===== src/rtl/watch_mode_controller_if.sv =====
// ============================================================================
// Module  : watch_mode_controller_if
// Brief   : Button/switch inputs and indicator/strobe outputs of the watch
//           mode controller.
// Revision: 1.0 - initial release
// ============================================================================
`default_nettype none

interface watch_mode_controller_if;
  logic       i_up;
  logic       i_down;
  logic       i_left;
  logic       i_right;
  logic       i_watch_select;
  logic       i_edit;
  logic       o_run_stop;
  logic       o_clear;
  logic [1:0] o_edit_msec;
  logic [1:0] o_edit_sec;
  logic [1:0] o_edit_min;
  logic [1:0] o_edit_hour;
  logic [3:0] LED;

  modport master (
    output i_up, i_down, i_left, i_right, i_watch_select, i_edit,
    input  o_run_stop, o_clear, o_edit_msec, o_edit_sec, o_edit_min,
           o_edit_hour, LED
  );

  modport slave (
    input  i_up, i_down, i_left, i_right, i_watch_select, i_edit,
    output o_run_stop, o_clear, o_edit_msec, o_edit_sec, o_edit_min,
           o_edit_hour, LED
  );
endinterface

`default_nettype wire


===== src/rtl/watch_mode_controller.sv =====
// ============================================================================
// Module  : watch_mode_controller
// Brief   : Stopwatch run/stop/clear FSM, watch edit FSM with field pointer,
//           up/down edit strobes with auto-repeat, and indicator LEDs.
// Revision: 1.0 - initial release
// ============================================================================
`default_nettype none

module watch_mode_controller #(
  parameter int HOLD_CYCLES   = 50_000_000,
  parameter int REPEAT_CYCLES = 10_000_000
) (
  input  wire logic             clk,
  input  wire logic             reset,
  watch_mode_controller_if.slave bus
);

  localparam int CNT_W = (HOLD_CYCLES > 1) ? $clog2(HOLD_CYCLES) : 1;
  localparam logic [CNT_W-1:0] HOLD_LAST   = CNT_W'(HOLD_CYCLES - 1);
  localparam logic [CNT_W-1:0] REPEAT_LAST = CNT_W'(REPEAT_CYCLES - 1);

  typedef enum logic [1:0] {
    SW_STOP  = 2'd0,
    SW_RUN   = 2'd1,
    SW_CLEAR = 2'd2
  } sw_state_t;

  typedef enum logic {
    ED_NORMAL = 1'b0,
    ED_EDIT   = 1'b1
  } ed_state_t;

  sw_state_t        sw_q, sw_d;
  ed_state_t        ed_q, ed_d;
  logic [3:0]       prev_q;
  logic [1:0]       ptr_q, ptr_d;
  logic [CNT_W-1:0] cnt_q, cnt_d;
  logic             phase_q, phase_d;
  logic             active_q, active_d;
  logic             dir_dn_q, dir_dn_d;
  logic             run_q, run_d;
  logic             clr_q, clr_d;
  logic [3:0][1:0]  edit_q, edit_d;
  logic [3:0]       led_q, led_d;

  logic [3:0] w_lvl;
  logic [3:0] w_ev;
  logic       w_up_ev, w_dn_ev, w_left_ev, w_right_ev;
  logic       w_in_edit;
  logic       w_strobe, w_strobe_dn;

  assign w_lvl      = {bus.i_up, bus.i_down, bus.i_left, bus.i_right};
  assign w_ev       = w_lvl & ~prev_q;
  assign w_up_ev    = w_ev[3];
  assign w_dn_ev    = w_ev[2];
  assign w_left_ev  = w_ev[1];
  assign w_right_ev = w_ev[0];

  always_ff @(posedge clk or negedge reset) begin
    if (!reset) begin
      sw_q     <= SW_STOP;
      ed_q     <= ED_NORMAL;
      prev_q   <= '0;
      ptr_q    <= 2'd1;
      cnt_q    <= '0;
      phase_q  <= 1'b0;
      active_q <= 1'b0;
      dir_dn_q <= 1'b0;
      run_q    <= 1'b0;
      clr_q    <= 1'b0;
      edit_q   <= '0;
      led_q    <= '0;
    end else begin
      sw_q     <= sw_d;
      ed_q     <= ed_d;
      prev_q   <= w_lvl;
      ptr_q    <= ptr_d;
      cnt_q    <= cnt_d;
      phase_q  <= phase_d;
      active_q <= active_d;
      dir_dn_q <= dir_dn_d;
      run_q    <= run_d;
      clr_q    <= clr_d;
      edit_q   <= edit_d;
      led_q    <= led_d;
    end
  end

  always_comb begin
    sw_d = sw_q;
    unique case (sw_q)
      SW_STOP: begin
        if (bus.i_watch_select && w_right_ev)     sw_d = SW_RUN;
        else if (bus.i_watch_select && w_left_ev) sw_d = SW_CLEAR;
      end
      SW_RUN: begin
        if (bus.i_watch_select && w_right_ev) sw_d = SW_STOP;
      end
      SW_CLEAR: sw_d = SW_STOP;
      default:  sw_d = SW_STOP;
    endcase
  end

  always_comb begin
    ed_d  = ed_q;
    ptr_d = ptr_q;
    unique case (ed_q)
      ED_NORMAL: begin
        if (bus.i_edit && !bus.i_watch_select) begin
          ed_d  = ED_EDIT;
          ptr_d = 2'd1;
        end
      end
      ED_EDIT: begin
        if (!bus.i_edit || bus.i_watch_select) begin
          ed_d = ED_NORMAL;
        end else if (w_left_ev && !w_right_ev) begin
          ptr_d = ptr_q + 2'd1;
        end else if (w_right_ev && !w_left_ev) begin
          ptr_d = ptr_q - 2'd1;
        end
      end
      default: ed_d = ED_NORMAL;
    endcase
  end

  // Strobes only while EDIT is both current and retained this cycle.
  assign w_in_edit = (ed_q == ED_EDIT) && (ed_d == ED_EDIT);

  always_comb begin
    w_strobe    = 1'b0;
    w_strobe_dn = 1'b0;
    cnt_d       = cnt_q;
    phase_d     = phase_q;
    active_d    = active_q;
    dir_dn_d    = dir_dn_q;
    if (!w_in_edit || (bus.i_up && bus.i_down)) begin
      cnt_d    = '0;
      phase_d  = 1'b0;
      active_d = 1'b0;
    end else if (w_up_ev || w_dn_ev) begin
      w_strobe    = 1'b1;
      w_strobe_dn = w_dn_ev;
      dir_dn_d    = w_dn_ev;
      active_d    = 1'b1;
      cnt_d       = '0;
      phase_d     = 1'b0;
    end else if (active_q && (dir_dn_q ? bus.i_down : bus.i_up)) begin
      if ((!phase_q && cnt_q == HOLD_LAST) || (phase_q && cnt_q == REPEAT_LAST)) begin
        w_strobe    = 1'b1;
        w_strobe_dn = dir_dn_q;
        cnt_d       = '0;
        phase_d     = 1'b1;
      end else begin
        cnt_d = cnt_q + 1'b1;
      end
    end else begin
      cnt_d    = '0;
      phase_d  = 1'b0;
      active_d = 1'b0;
    end
  end

  always_comb begin
    run_d  = (sw_d == SW_RUN);
    clr_d  = (sw_d == SW_CLEAR);
    edit_d = '0;
    if (w_strobe) begin
      edit_d[ptr_d] = w_strobe_dn ? 2'b11 : 2'b01;
    end
    led_d = 4'b0000;
    if (bus.i_watch_select) begin
      led_d = {3'b000, (sw_d == SW_RUN)};
    end else if (ed_d == ED_EDIT) begin
      led_d = 4'b0001 << ptr_d;
    end
  end

  assign bus.o_run_stop  = run_q;
  assign bus.o_clear     = clr_q;
  assign bus.o_edit_msec = edit_q[0];
  assign bus.o_edit_sec  = edit_q[1];
  assign bus.o_edit_min  = edit_q[2];
  assign bus.o_edit_hour = edit_q[3];
  assign bus.LED         = led_q;

endmodule

`default_nettype wire


===== src/flat_wrapper.sv =====
// flat-port wrapper written by rule: the top's interface ports become plain ports
module watch_mode_controller_flat 
#(
  parameter int HOLD_CYCLES   = 50_000_000,
  parameter int REPEAT_CYCLES = 10_000_000
)
  (clk, reset, bus_i_up, bus_i_down, bus_i_left, bus_i_right, bus_i_watch_select, bus_i_edit, bus_o_run_stop, bus_o_clear, bus_o_edit_msec, bus_o_edit_sec, bus_o_edit_min, bus_o_edit_hour, bus_LED);
  watch_mode_controller_if bus_i ();
  input  wire logic clk;
  input  wire logic reset;
  input wire logic [$bits(bus_i.i_up)-1:0] bus_i_up;
  input wire logic [$bits(bus_i.i_down)-1:0] bus_i_down;
  input wire logic [$bits(bus_i.i_left)-1:0] bus_i_left;
  input wire logic [$bits(bus_i.i_right)-1:0] bus_i_right;
  input wire logic [$bits(bus_i.i_watch_select)-1:0] bus_i_watch_select;
  input wire logic [$bits(bus_i.i_edit)-1:0] bus_i_edit;
  output wire logic [$bits(bus_i.o_run_stop)-1:0] bus_o_run_stop;
  output wire logic [$bits(bus_i.o_clear)-1:0] bus_o_clear;
  output wire logic [$bits(bus_i.o_edit_msec)-1:0] bus_o_edit_msec;
  output wire logic [$bits(bus_i.o_edit_sec)-1:0] bus_o_edit_sec;
  output wire logic [$bits(bus_i.o_edit_min)-1:0] bus_o_edit_min;
  output wire logic [$bits(bus_i.o_edit_hour)-1:0] bus_o_edit_hour;
  output wire logic [$bits(bus_i.LED)-1:0] bus_LED;
  assign bus_i.i_up = bus_i_up;
  assign bus_i.i_down = bus_i_down;
  assign bus_i.i_left = bus_i_left;
  assign bus_i.i_right = bus_i_right;
  assign bus_i.i_watch_select = bus_i_watch_select;
  assign bus_i.i_edit = bus_i_edit;
  assign bus_o_run_stop = bus_i.o_run_stop;
  assign bus_o_clear = bus_i.o_clear;
  assign bus_o_edit_msec = bus_i.o_edit_msec;
  assign bus_o_edit_sec = bus_i.o_edit_sec;
  assign bus_o_edit_min = bus_i.o_edit_min;
  assign bus_o_edit_hour = bus_i.o_edit_hour;
  assign bus_LED = bus_i.LED;
  watch_mode_controller #(.HOLD_CYCLES(HOLD_CYCLES), .REPEAT_CYCLES(REPEAT_CYCLES)) u_core (.clk(clk), .reset(reset), .bus(bus_i));
endmodule

===== config.mk =====
export PLATFORM = sky130hd
export DESIGN_NAME = watch_mode_controller_flat
export DESIGN_NICKNAME = d
export VERILOG_FILES = /design/src/rtl/watch_mode_controller_if.sv /design/src/rtl/watch_mode_controller.sv /design/src/flat_wrapper.sv
export SDC_FILE = /design/constraint.sdc
export NUM_CORES = 1
export LEC_CHECK = 0
export CAP_MARGIN = 20
export CORE_MARGIN = 2
export CORE_UTILIZATION = 40
export DETAILED_ROUTE_END_ITERATION = 8
export PLACE_DENSITY = 0.71
export SLEW_MARGIN = 5
export SYNTH_ARGS = -nofsm -noshare
export SYNTH_HDL_FRONTEND = slang
export SYNTH_SLANG_ARGS = --single-unit

===== constraint.sdc =====
create_clock -name clk -period 1.99 [get_ports clk]
set_clock_uncertainty 0.05 [all_clocks]
set_input_delay 0.4975 -clock clk [delete_from_list [all_inputs] [get_ports clk]]
set_output_delay 0.4975 -clock clk [all_outputs]
set_load 0.01 [all_outputs]

==> tab_implementation.tex, run 1 <==
\begin{tabular}{lr}
\hline
Metric & Value \\
\hline
\multicolumn{2}{l}{\textbf{Power and ir drop}} \\
Leakage & about 1.3 nW \\
Fraction of power spent switching nets & 25.5\% \\
Portion of total power attributed to the clock network & 30.1\% \\
Cell Pwr Density & around 650 mW/mm² \\
Cell-internal power & 1.49 mW \\
Switching power & slightly above 500 µW \\
Combinational power share & 12.6\% \\
Largest vdd supply drop & between 0.4 and 0.5 mV \\
Sequential group share of total power & 57.3\% \\
\multicolumn{2}{l}{\textbf{Timing}} \\
Final worst path period share & 97.8\% \\
Finish-stage setup viols & 0 \\
Count of final hold-check violations & 0 \\
Setup ws final & about 0.044 ns \\
RSZ-0062 raised after global routing & true \\
Worst rel slew slack & between 60\% and 70\% \\
Peak clock frequency supported by timing & 0.514 GHz \\
Slew Viols, Final & 0 \\
Transition time at the pin with the least slew margin & 0.489 ns \\
Minimum clock period & 1.95 ns \\
\multicolumn{2}{l}{\textbf{Global route}} \\
Global-route track usage on met1 & 20.4\% \\
Wire length of the first global-routing pass & 8.07 mm \\
Tot GR Track Use & 15.7\% \\
Met2 Usage GRT & 26.0\% \\
Via count of the first global-routing pass & 1773 \\
GR Layer Usage met3 & $\sim$3.4\% \\
GRT overflow & 0 \\
Maximum number of pins on one net before global-route repair & 32 \\
GRT busiest layer & met2 \\
Initial antenna violation count & 0 \\
\multicolumn{2}{l}{\textbf{Die}} \\
Overall die width & around 80 µm \\
Initial Utilization & 41.2\% \\
Core ar. & 0.00589 mm² \\
Row cnt & 28 \\
Die area & 0.00671 mm² \\
Num ports & 22 \\
Die Ht & 81.9 µm \\
\multicolumn{2}{l}{\textbf{Synth}} \\
Syn Std Cell Area & 0.00243 mm² \\
Syn\_area\_per\_cell & 10.5 µm² \\
Number of instances in the synthesized netlist & 231 \\
Part of the Yosys area used for sequential elements & 53.7\% \\
Top cells by area, synth & sky130\_fd\_sc\_hd\_\_dfrtp\_1, sky130\_fd\_sc\_hd\_\_xnor2\_1, sky130\_fd\_sc\_hd\_\_nor2\_1, sky130\_fd\_sc\_hd\_\_nor3\_1, sky130\_fd\_sc\_hd\_\_xor2\_1 \\
Leading area contributor after synthesis & sky130\_fd\_sc\_hd\_\_dfrtp\_1 \\
Mapped Nets & 240 \\
Number of warnings printed during yosys synthesis & 0 \\
Flip-flop and latch count after synthesis & 52 \\
Number of library cell types mapped by synthesis & between 40 and 50 \\
Share of Yosys cell area claimed by the top area cell type & 52.6\% \\
\multicolumn{2}{l}{\textbf{Run status}} \\
Outcome & finished, final reports clean \\
\multicolumn{2}{l}{\textbf{Setup path}} \\
Stages on the worst setup path & 8 \\
Startpoint of the worst-slack reg-to-reg timing path & u\_core.cnt\_q[13] \\
Reg2Reg Setup Slack & 0.09 ns \\
Data arrival time of the critical path & between 2 and 2.5 ns \\
Critical Path Source Type & input pin \\
Element type at the critical path end & register \\
Sum of buffers and inverters on the critical path & 3 \\
Cell with the biggest individual delay on the critical path & sky130\_fd\_sc\_hd\_\_clkdlybuf4s50\_1 \\
Data required time at the worst endpoint & around 2.2 ns \\
Kind of critical path & input pin to register \\
Crit path max-delay family & buffers and inverters \\
Capture instance of the worst register-to-register path & u\_core.bus.o\_edit\_sec[1] \\
Worst R2R Path Depth & 5 \\
Critical Path Source & bus\_i\_right \\
Setup crit end & u\_core.bus.o\_edit\_msec[1] \\
Worst-path cell chain & clkdlybuf4s50\_1, nor2b\_4, nor3b\_2, buf\_4, a211o\_1, o311a\_4, inv\_1, nor3\_1 \\
Critical path fanouts, max & 8 \\
Delay of the slowest critical-path stage & 0.48 ns \\
\multicolumn{2}{l}{\textbf{Placement}} \\
Port Buffers & 21 \\
Placement Cell Area & 0.00286 mm² \\
Post-placement worst setup slack & -0.427 ns \\
Cell Count Post-Placement & 344 \\
HPWL Detailed & 3.32 mm \\
Gp weighted congestion & 0.795 \\
\multicolumn{2}{l}{\textbf{Clock network}} \\
Number of levels in the clock H-tree & 2 \\
Clock transition at the registers of the reported paths & approximately 0.10 ns \\
Latest clock arrival within the worst-skew pair & between 0.3 and 0.4 ns \\
CTS tree & built \\
CTS sink count & 52 \\
CTS buffer count & 5 \\
Master cell of the clock root buffer & sky130\_fd\_sc\_hd\_\_clkbuf\_8 \\
Clock Path Buffers & 2 \\
Number of hold buffers added after cts & 0 \\
\multicolumn{2}{l}{\textbf{Drt}} \\
First-pass detailed-route iteration total & 5 \\
Post-detailed-route wirelength per cell & $\sim$14 µm \\
Total vias in the final route & around 1800 \\
DRC violation count after routing & 0 \\
Initial drt markers & 65 \\
Number of nets with antenna violations after routing & 0 \\
Total Wirelength & 4.84 mm \\
Vias per Instance & slightly above 5 \\
\multicolumn{2}{l}{\textbf{Finish}} \\
Final standard cell count with taps included and fillers excluded & 354 \\
Register with the most flip-flops & u\_core.cnt\_q \\
Highest-count cells in the layout ignoring fill and taps & sky130\_fd\_sc\_hd\_\_dfrtp\_1, sky130\_fd\_sc\_hd\_\_nor2\_1, sky130\_fd\_sc\_hd\_\_buf\_4 \\
Area taken by multi-input logic gates & around 0.0011 mm² \\
Fillcell total & 531 \\
Max reg flops & 26 \\
Area growth syn-to-layout & 26.4\% \\
Utilization after layout & 52.1\% \\
Most common library cell in the layout ignoring fill and taps & sky130\_fd\_sc\_hd\_\_dfrtp\_1 \\
Diode insertion count for antenna repair & 0 \\
Footprint of the flip-flops and latches & $\sim$0.0013 mm² \\
Share of final-layout standard cells stronger than drive strength 1 & 19.7\% \\
Final layout net count & around 290 \\
Final non-filler cell area & about 0.003 mm² \\
\multicolumn{2}{l}{\textbf{Run}} \\
Max capacitance violation total & 0 \\
\multicolumn{2}{l}{\textbf{Hold path}} \\
Worst min path class & input pin to asynchronous set/reset pin \\
\hline
\end{tabular}
cell usage after synthesis (all sizes together):
cell type	n
or2	1
or2b	1
xor2	9
and4	4
nand4	6
nand2	17
or4b	1
nor2b	2
nor2	38
and3b	2
a2111oi	1
dfstp	1
mux2i	1
a32o	1
o311a	1
inv	8
o21ai	2
nor4	2
and3	7
and4bb	3
buf	5
and4b	1
a211o	2
nor3	19
nand3	13
a211oi	1
and2b	3
nor4b	2
nand2b	3
mux2	1
xnor2	17
dfrtp	51
ha	1
o22ai	1
nor3b	1
a21oi	2
logic make-up after synthesis:
logic type | synth area share, %
compound gates | 3.61
xor+xnor | 9.38
fa+ha+maj | 0.515
buf+inv | 3.25
flops | 53.7
mux | 0.876
simple gates | 28.7
power groups by stage:
stage          Combinational (mW)  Clock, mW  Sequential [mW]
6_report                    0.251      0.602             1.14
5_1_grt                     0.282      0.672             1.15
4_1_cts                     0.250      0.625             1.14
3_5_place_dp                0.246          0             1.16
3_3_place_gp                0.240          0             1.16
2_1_floorplan               0.106          0             1.17
worst min path at each step:
stage	end	slack, ns	cells after the start
after floorplan	u_core.active_q	0.15	0
after global placement	u_core.bus.o_run_stop	0.39	1
after detailed placement	u_core.bus.o_run_stop	0.41	1
after CTS	u_core.bus.LED[1]	0.10	1
after global routing	u_core.bus.LED[1]	0.11	1
final	u_core.bus.LED[1]	0.09	1
repair_timing:
action | CTS | global route
cloned | 0 | 1
setup endpoints to repair | 8 | 36
resized for setup | 5 | 15
pin swaps | 0 | 2
buffers inserted | 0 | 1
routing by layer:
metal / vias to the layer above / routed length, µm
met2: 30 / 2320
met4: 0 / 53
met1: 867 / 2270
li1: 888 / -
met5: - / 0
met3: 4 / 189
cell type report:
| cell class | count | share of cell area, % |
|---|---|---|
| timing repair buffer | 45 | 14.2 |
| sequential | 52 | 42.5 |
| multi-input combinational | 166 | 36.5 |
| tap | 75 | 3.06 |
| inverter | 8 | 0.979 |
| clock inverter | 2 | 0.530 |
| clock buffer | 6 | 2.37 |
per-stage QoR:
stage	setup TNS [ns]	hold slack, ns	total power [mW]
floorplan	0	0.152	1.28
global route	-0.984	0.112	2.11
CTS	0	0.102	2.02
finish	0	0.0874	2.00
global placement	-10.41	0.388	1.40
detailed placement	-11.69	0.411	1.41
No activity file was read; power rests on OpenSTA's default activity.
==> inputs of run 2 (changes only) <==
--- a/config.mk
+++ b/config.mk
@@ -7,9 +7,9 @@
 export LEC_CHECK = 0
 export CAP_MARGIN = 20
 export CORE_MARGIN = 2
-export CORE_UTILIZATION = 40
+export CORE_UTILIZATION = 57
 export DETAILED_ROUTE_END_ITERATION = 8
-export PLACE_DENSITY = 0.71
+export PLACE_DENSITY = 0.91
 export SLEW_MARGIN = 5
 export SYNTH_ARGS = -nofsm -noshare
 export SYNTH_HDL_FRONTEND = slang
==> tab_implementation.tex, run 2 (synthesis gave the netlist of run 1 again) <==
\begin{tabular}{lr}
\hline
Metric & Value \\
\hline
\multicolumn{2}{l}{\textbf{Drt}} \\
DRC violation count after routing & 0 (unchanged) \\
Total vias in the final route & 1878 (+5.0\%) \\
First-pass detailed-route iteration total & 4 (-1) \\
Total Wirelength & 5.36 mm (+11\%) \\
Post-detailed-route wirelength per cell & 16.2 µm (+18\%) \\
Vias per Instance & 5.67 (+12\%) \\
Initial drt markers & 133 (+100\%) \\
Number of nets with antenna violations after routing & 0 (unchanged) \\
\multicolumn{2}{l}{\textbf{Finish}} \\
Final layout net count & 289 (+0.70\%) \\
Most common library cell in the layout ignoring fill and taps & sky130\_fd\_sc\_hd\_\_dfrtp\_1 \\
Register with the most flip-flops & u\_core.cnt\_q \\
Utilization after layout & 75.1\% (+23 points) \\
Final non-filler cell area & 0.00305 mm² (-0.69\%) \\
Highest-count cells in the layout ignoring fill and taps & sky130\_fd\_sc\_hd\_\_dfrtp\_1, sky130\_fd\_sc\_hd\_\_nor2\_1, sky130\_fd\_sc\_hd\_\_buf\_4 \\
Area growth syn-to-layout & 25.5\% \\
Diode insertion count for antenna repair & 0 (unchanged) \\
Max reg flops & 26 (unchanged) \\
Share of final-layout standard cells stronger than drive strength 1 & 21.0\% (+1.3 points) \\
\multicolumn{2}{l}{\textbf{Global route}} \\
Wire length of the first global-routing pass & 8.25 mm (+2.2\%) \\
Initial antenna violation count & 0 (unchanged) \\
Tot GR Track Use & 21.5\% (+5.8 points) \\
Maximum number of pins on one net before global-route repair & 53 (+66\%) \\
GRT overflow & 0 (unchanged) \\
Via count of the first global-routing pass & 1848 (+4.2\%) \\
\multicolumn{2}{l}{\textbf{Die}} \\
Overall die width & 69.3 µm (-15\%) \\
Initial Utilization & 59.8\% (+19 points) \\
Row cnt & 23 (-18\%) \\
Die Ht & 69.3 µm (-15\%) \\
Core ar. & 0.00406 mm² (-31\%) \\
Die area & 0.00480 mm² (-28\%) \\
Num ports & 22 (unchanged) \\
\multicolumn{2}{l}{\textbf{Setup path}} \\
Kind of critical path & input pin to register \\
Delay of the slowest critical-path stage & 0.48 ns (about the same) \\
Capture instance of the worst register-to-register path & u\_core.bus.o\_edit\_min[1] \\
Worst-path cell chain & clkdlybuf4s50\_1, nor2b\_4, xnor2\_1, mux2i\_1, or2\_2, buf\_4, nor3\_1 \\
Data required time at the worst endpoint & 2.16 ns (about the same) \\
Sum of buffers and inverters on the critical path & 2 (-1) \\
Reg2Reg Setup Slack & 0.07 ns (-0.02 ns) \\
Element type at the critical path end & register \\
Stages on the worst setup path & 7 (-1) \\
Data arrival time of the critical path & 2.16 ns (+0.04 ns) \\
Crit path max-delay family & simple AND/OR/NAND/NOR gates \\
Critical path fanouts, max & 4 (-4) \\
Startpoint of the worst-slack reg-to-reg timing path & u\_core.cnt\_q[13] \\
Cell with the biggest individual delay on the critical path & sky130\_fd\_sc\_hd\_\_clkdlybuf4s50\_1 \\
Worst R2R Path Depth & 5 (unchanged) \\
Critical Path Source Type & input pin \\
\multicolumn{2}{l}{\textbf{Clock network}} \\
Clock transition at the registers of the reported paths & 0.09 ns (about the same) \\
Clock Path Buffers & 2 (unchanged) \\
Number of hold buffers added after cts & 0 (unchanged) \\
CTS tree & built \\
Master cell of the clock root buffer & sky130\_fd\_sc\_hd\_\_clkbuf\_8 \\
Latest clock arrival within the worst-skew pair & 0.31 ns (about the same) \\
Number of levels in the clock H-tree & 2 (unchanged) \\
CTS sink count & 52 (unchanged) \\
CTS buffer count & 5 (unchanged) \\
\multicolumn{2}{l}{\textbf{Timing}} \\
Worst rel slew slack & 73.2\% (+5.8 points) \\
Transition time at the pin with the least slew margin & 0.400 ns (-0.0889 ns) \\
Final worst hold slack & 0.113 ns (+0.0255 ns) \\
Post-route setup TNS & 0 ns (unchanged) \\
Slew Viols, Final & 0 (unchanged) \\
Minimum clock period & 1.99 ns (+0.0399 ns) \\
Final worst path period share & 99.8\% (+2.0 points) \\
Count of final hold-check violations & 0 (unchanged) \\
Finish-stage setup viols & 0 (unchanged) \\
Peak clock frequency supported by timing & 0.504 GHz (-2.0\%) \\
\multicolumn{2}{l}{\textbf{Power and ir drop}} \\
Cell-internal power & 1.50 mW (+0.96\%) \\
Cell Pwr Density & 660 mW/mm² (+1.4\%) \\
Portion of total power attributed to the clock network & 28.7\% (-1.4 points) \\
Leakage & 1.32 nW (+1.6\%) \\
Combinational power share & 14.0\% (+1.4 points) \\
Switching power & 511 µW (+0.13\%) \\
Largest vdd supply drop & 0.518 mV (+20\%) \\
Fraction of power spent switching nets & 25.4\% (-0.16 points) \\
Post-route total power & 2.01 mW (+0.74\%) \\
Sequential group share of total power & 57.2\% (about the same) \\
\multicolumn{2}{l}{\textbf{Placement}} \\
HPWL Detailed & 3.38 mm (+1.8\%) \\
Port Buffers & 21 (unchanged) \\
Placement Cell Area & 0.00285 mm² (-0.13\%) \\
Gp weighted congestion & 0.865 (+8.9\%) \\
\multicolumn{2}{l}{\textbf{Run status}} \\
Outcome & finished, final reports clean \\
\multicolumn{2}{l}{\textbf{Run}} \\
Max capacitance violation total & 0 (unchanged) \\
\multicolumn{2}{l}{\textbf{Hold path}} \\
Worst min path class & input pin to asynchronous set/reset pin \\
\hline
\end{tabular}
[run 2: through the flow]
stage | std cells | setup WS, ns
final | 331 | 0.00428
after CTS | 329 | 0.00382
after global routing | 331 | -0.0681
after detailed placement | 321 | -0.429
after global placement | 321 | -0.348
after floorplan | 231 | 0.172
[run 2: cell type report]
class / instances / area (µm²)
inverter: 8 / 30.0
sequential: 52 / 1300
clock inverter: 1 / 5.00
tap: 50 / 62.6
clock buffer: 7 / 76.3
fill: 249 / 1010
multi-input combinational: 166 / 1120
timing repair buffer: 47 / 453
[run 2: worst max-delay path by stage]
stage                     start                        end  slack (ns)
global placement    bus_i_right          u_core.bus.LED[0]       -0.35
floorplan           bus_i_right          u_core.bus.LED[0]        0.17
finish               bus_i_left   u_core.bus.o_edit_sec[0]       0.004
detailed placement  bus_i_right          u_core.bus.LED[0]       -0.43
CTS                  bus_i_edit  u_core.bus.o_edit_hour[1]       0.004
global route         bus_i_left   u_core.bus.o_edit_sec[0]       -0.07
[run 2: routing by layer]
layer | global-route usage, % | part of all wire (%) | vias to the layer above
li1 | - | - | 888
met1 | 27.8 | 43 | 940
met2 | 34.4 | 52 | 40
met3 | 5.81 | 3.5 | 10
met4 | 9.15 | 1.7 | 0
met5 | 0 | 0 | -
[run 2: repair_timing]
| action | CTS | global route |
|---|---|---|
| pin swaps | 0 | 5 |
| gates cloned | 0 | 1 |
| buffers inserted | 0 | 1 |
| resized for setup | 3 | 17 |
| setup endpoints to repair | 10 | 39 |
| hold endpoints to repair | 0 | 0 |
[run 2: power by group through the flow]
stage	Sequential [mW]	Combinational, mW	Clock [mW]
2_1_floorplan	1.17	0.106	0
3_3_place_gp	1.16	0.257	0
3_5_place_dp	1.17	0.262	0
6_report	1.15	0.282	0.578
4_1_cts	1.15	0.265	0.591
5_1_grt	1.16	0.305	0.634
==> inputs of run 3 (changes only) <==
--- a/config.mk
+++ b/config.mk
@@ -7,9 +7,9 @@
 export LEC_CHECK = 0
 export CAP_MARGIN = 20
 export CORE_MARGIN = 2
-export CORE_UTILIZATION = 57
+export CORE_UTILIZATION = 50
 export DETAILED_ROUTE_END_ITERATION = 8
-export PLACE_DENSITY = 0.91
+export PLACE_DENSITY = 0.83
 export SLEW_MARGIN = 5
 export SYNTH_ARGS = -nofsm -noshare
 export SYNTH_HDL_FRONTEND = slang
==> tab_implementation.tex, run 3 (synthesis gave the netlist of run 1 again) <==
\begin{tabular}{lr}
\hline
Metric & Value \\
\hline
\multicolumn{2}{l}{\textbf{Placement}} \\
Placement Cell Area & 0.00284 mm² (-0.26\%) \\
Cell Count Post-Placement & 325 (+1.2\%) \\
Gp weighted congestion & 0.851 (-1.6\%) \\
HPWL Detailed & 3.38 mm (-0.10\%) \\
Port Buffers & 21 (unchanged) \\
\multicolumn{2}{l}{\textbf{Die}} \\
Core ar. & 0.00469 mm² (+16\%) \\
Initial Utilization & 51.7\% (-8.1 points) \\
Row cnt & 25 (+8.7\%) \\
Num ports & 22 (unchanged) \\
Die Ht & 73.7 µm (+6.4\%) \\
Overall die width & 73.7 µm (+6.4\%) \\
Die area & 0.00543 mm² (+13\%) \\
\multicolumn{2}{l}{\textbf{Drt}} \\
Post-detailed-route wirelength per cell & 14.3 µm (-12\%) \\
First-pass detailed-route iteration total & 4 (unchanged) \\
Total vias in the final route & 1797 (-4.3\%) \\
Vias per Instance & 5.38 (-5.2\%) \\
Number of nets with antenna violations after routing & 0 (unchanged) \\
Total Wirelength & 4.76 mm (-11\%) \\
Initial drt markers & 96 (-28\%) \\
DRC violation count after routing & 0 (unchanged) \\
\multicolumn{2}{l}{\textbf{Timing}} \\
RSZ-0062 raised after global routing & true \\
Slew Viols, Final & 0 (unchanged) \\
Count of final hold-check violations & 0 (unchanged) \\
Minimum clock period & 1.92 ns (-0.0656 ns) \\
Transition time at the pin with the least slew margin & 0.404 ns (+0.00370 ns) \\
Finish-stage setup viols & 0 (unchanged) \\
Final worst path period share & 96.5\% (-3.3 points) \\
Peak clock frequency supported by timing & 0.521 GHz (+3.4\%) \\
Final worst hold slack & 0.0522 ns (-0.0608 ns) \\
Worst rel slew slack & 73.0\% (-0.25 points) \\
\multicolumn{2}{l}{\textbf{Setup path}} \\
Data arrival time of the critical path & 2.10 ns (-0.06 ns) \\
Critical Path Source Type & input pin \\
Element type at the critical path end & register \\
Critical path fanouts, max & 8 (+4) \\
Kind of critical path & input pin to register \\
Data required time at the worst endpoint & 2.16 ns (about the same) \\
\multicolumn{2}{l}{\textbf{Clock network}} \\
CTS sink count & 52 (unchanged) \\
Number of levels in the clock H-tree & 2 (unchanged) \\
CTS buffer count & 5 (unchanged) \\
Master cell of the clock root buffer & sky130\_fd\_sc\_hd\_\_clkbuf\_8 \\
Clock Path Buffers & 2 (unchanged) \\
Clock transition at the registers of the reported paths & 0.10 ns (about the same) \\
CTS tree & built \\
Latest clock arrival within the worst-skew pair & 0.31 ns (about the same) \\
\multicolumn{2}{l}{\textbf{Hold path}} \\
Worst min path class & input pin to asynchronous set/reset pin \\
\multicolumn{2}{l}{\textbf{Power and ir drop}} \\
Leakage & 1.27 nW (-4.3\%) \\
Cell Pwr Density & 676 mW/mm² (+2.4\%) \\
Largest vdd supply drop & 0.384 mV (-26\%) \\
Post-route total power & 2.04 mW (+1.5\%) \\
\multicolumn{2}{l}{\textbf{Finish}} \\
Max reg flops & 26 (unchanged) \\
Final layout net count & 288 (-0.35\%) \\
Final non-filler cell area & 0.00302 mm² (-0.82\%) \\
Area growth syn-to-layout & 24.5\% \\
Most common library cell in the layout ignoring fill and taps & sky130\_fd\_sc\_hd\_\_dfrtp\_1 \\
Final standard cell count with taps included and fillers excluded & 334 (+0.91\%) \\
Diode insertion count for antenna repair & 0 (unchanged) \\
Share of final-layout standard cells stronger than drive strength 1 & 21.8\% (+0.79 points) \\
Register with the most flip-flops & u\_core.cnt\_q \\
Highest-count cells in the layout ignoring fill and taps & sky130\_fd\_sc\_hd\_\_dfrtp\_1, sky130\_fd\_sc\_hd\_\_nor2\_1, sky130\_fd\_sc\_hd\_\_buf\_4 \\
\multicolumn{2}{l}{\textbf{Global route}} \\
GRT overflow & 0 (unchanged) \\
Initial antenna violation count & 0 (unchanged) \\
Wire length of the first global-routing pass & 8.14 mm (-1.3\%) \\
Tot GR Track Use & 20.0\% (-1.6 points) \\
Via count of the first global-routing pass & 1759 (-4.8\%) \\
Maximum number of pins on one net before global-route repair & 27 (-49\%) \\
\multicolumn{2}{l}{\textbf{Run}} \\
Max capacitance violation total & 0 (unchanged) \\
\multicolumn{2}{l}{\textbf{Run status}} \\
Outcome & finished, final reports clean \\
\hline
\end{tabular}
-- run 3: cell count changes in the layout (fill, tap and decap cells not counted), sizes merged --
cell           previous run  this run
inv                       8         9
clkdlybuf4s50            16        20
clkbuf                    8         5
clkinvlp                  0         2
dlymetal6s2s              4         0
clkinv                    1         0
-- run 3: cell type report --
cell class	instances	area (µm²)
fillers	377	1670
flip-flops and latches	52	1300
multi-input cells	166	1120
repair buffers	46	405
clock buffers	5	68.8
well taps	54	67.6
inverters	8	30.0
clock inverters	3	26.3
-- run 3: path summary, 6_finish.rpt --
path / from / end / slack, ns / cells past startpoint
max in group asynchronous: reset / u_core.bus.o_edit_msec[0] / 1.22 / 2
min reg2reg: u_core.sw_q[1] / u_core.bus.o_run_stop / 0.42 / 1
max: bus_i_right / u_core.bus.LED[2] / 0.07 / 8
max reg2reg: u_core.cnt_q[21] / u_core.bus.o_edit_hour[1] / 0.12 / 5
min: reset / u_core.cnt_q[11] / 0.05 / 1
min in group clk: u_core.sw_q[1] / u_core.bus.o_run_stop / 0.42 / 1
-- run 3: worst max-delay path, cell delays in order --
cell	delay (ns)
sky130_fd_sc_hd__clkdlybuf4s50_1	0.47
sky130_fd_sc_hd__nor2b_4	0.15
sky130_fd_sc_hd__buf_4	0.12
sky130_fd_sc_hd__xnor2_1	0.13
sky130_fd_sc_hd__mux2i_1	0.24
sky130_fd_sc_hd__or2_4	0.20
sky130_fd_sc_hd__inv_2	0.09
sky130_fd_sc_hd__nor3_1	0.18
-- run 3: what timing repair did --
item	4_1_cts	5_1_grt
hold buffers	0	0
buffers inserted	0	1
pin swaps	0	5
gates resized for setup	5	13
setup endpoints to repair	11	20
gates cloned	0	0
-- run 3: routing by layer --
metal / vias to the layer above / share of wire, % / track usage (%)
li1: 894 / - / -
met1: 851 / 45 / 26.1
met2: 41 / 48 / 32.2
met3: 11 / 3.7 / 4.66
met4: 0 / 2.3 / 7.88
met5: - / 0 / 0
-- run 3: through the flow --
step	setup WS (ns)	utilization [%]	setup TNS, ns
6_report	0.0698	64.4	0
5_1_grt	-0.0453	64.4	-0.178
4_1_cts	0.00522	62.9	0
3_5_place_dp	-0.383	60.6	-8.54
3_3_place_gp	-0.335	60.6	-7.40
2_1_floorplan	0.172	-	0
-- run 3: report_power, final --
group | switching, mW | internal (mW)
sequential | 0.0310 | 1.11
clock | 0.359 | 0.256
combinational | 0.141 | 0.144
total | 0.531 | 1.51
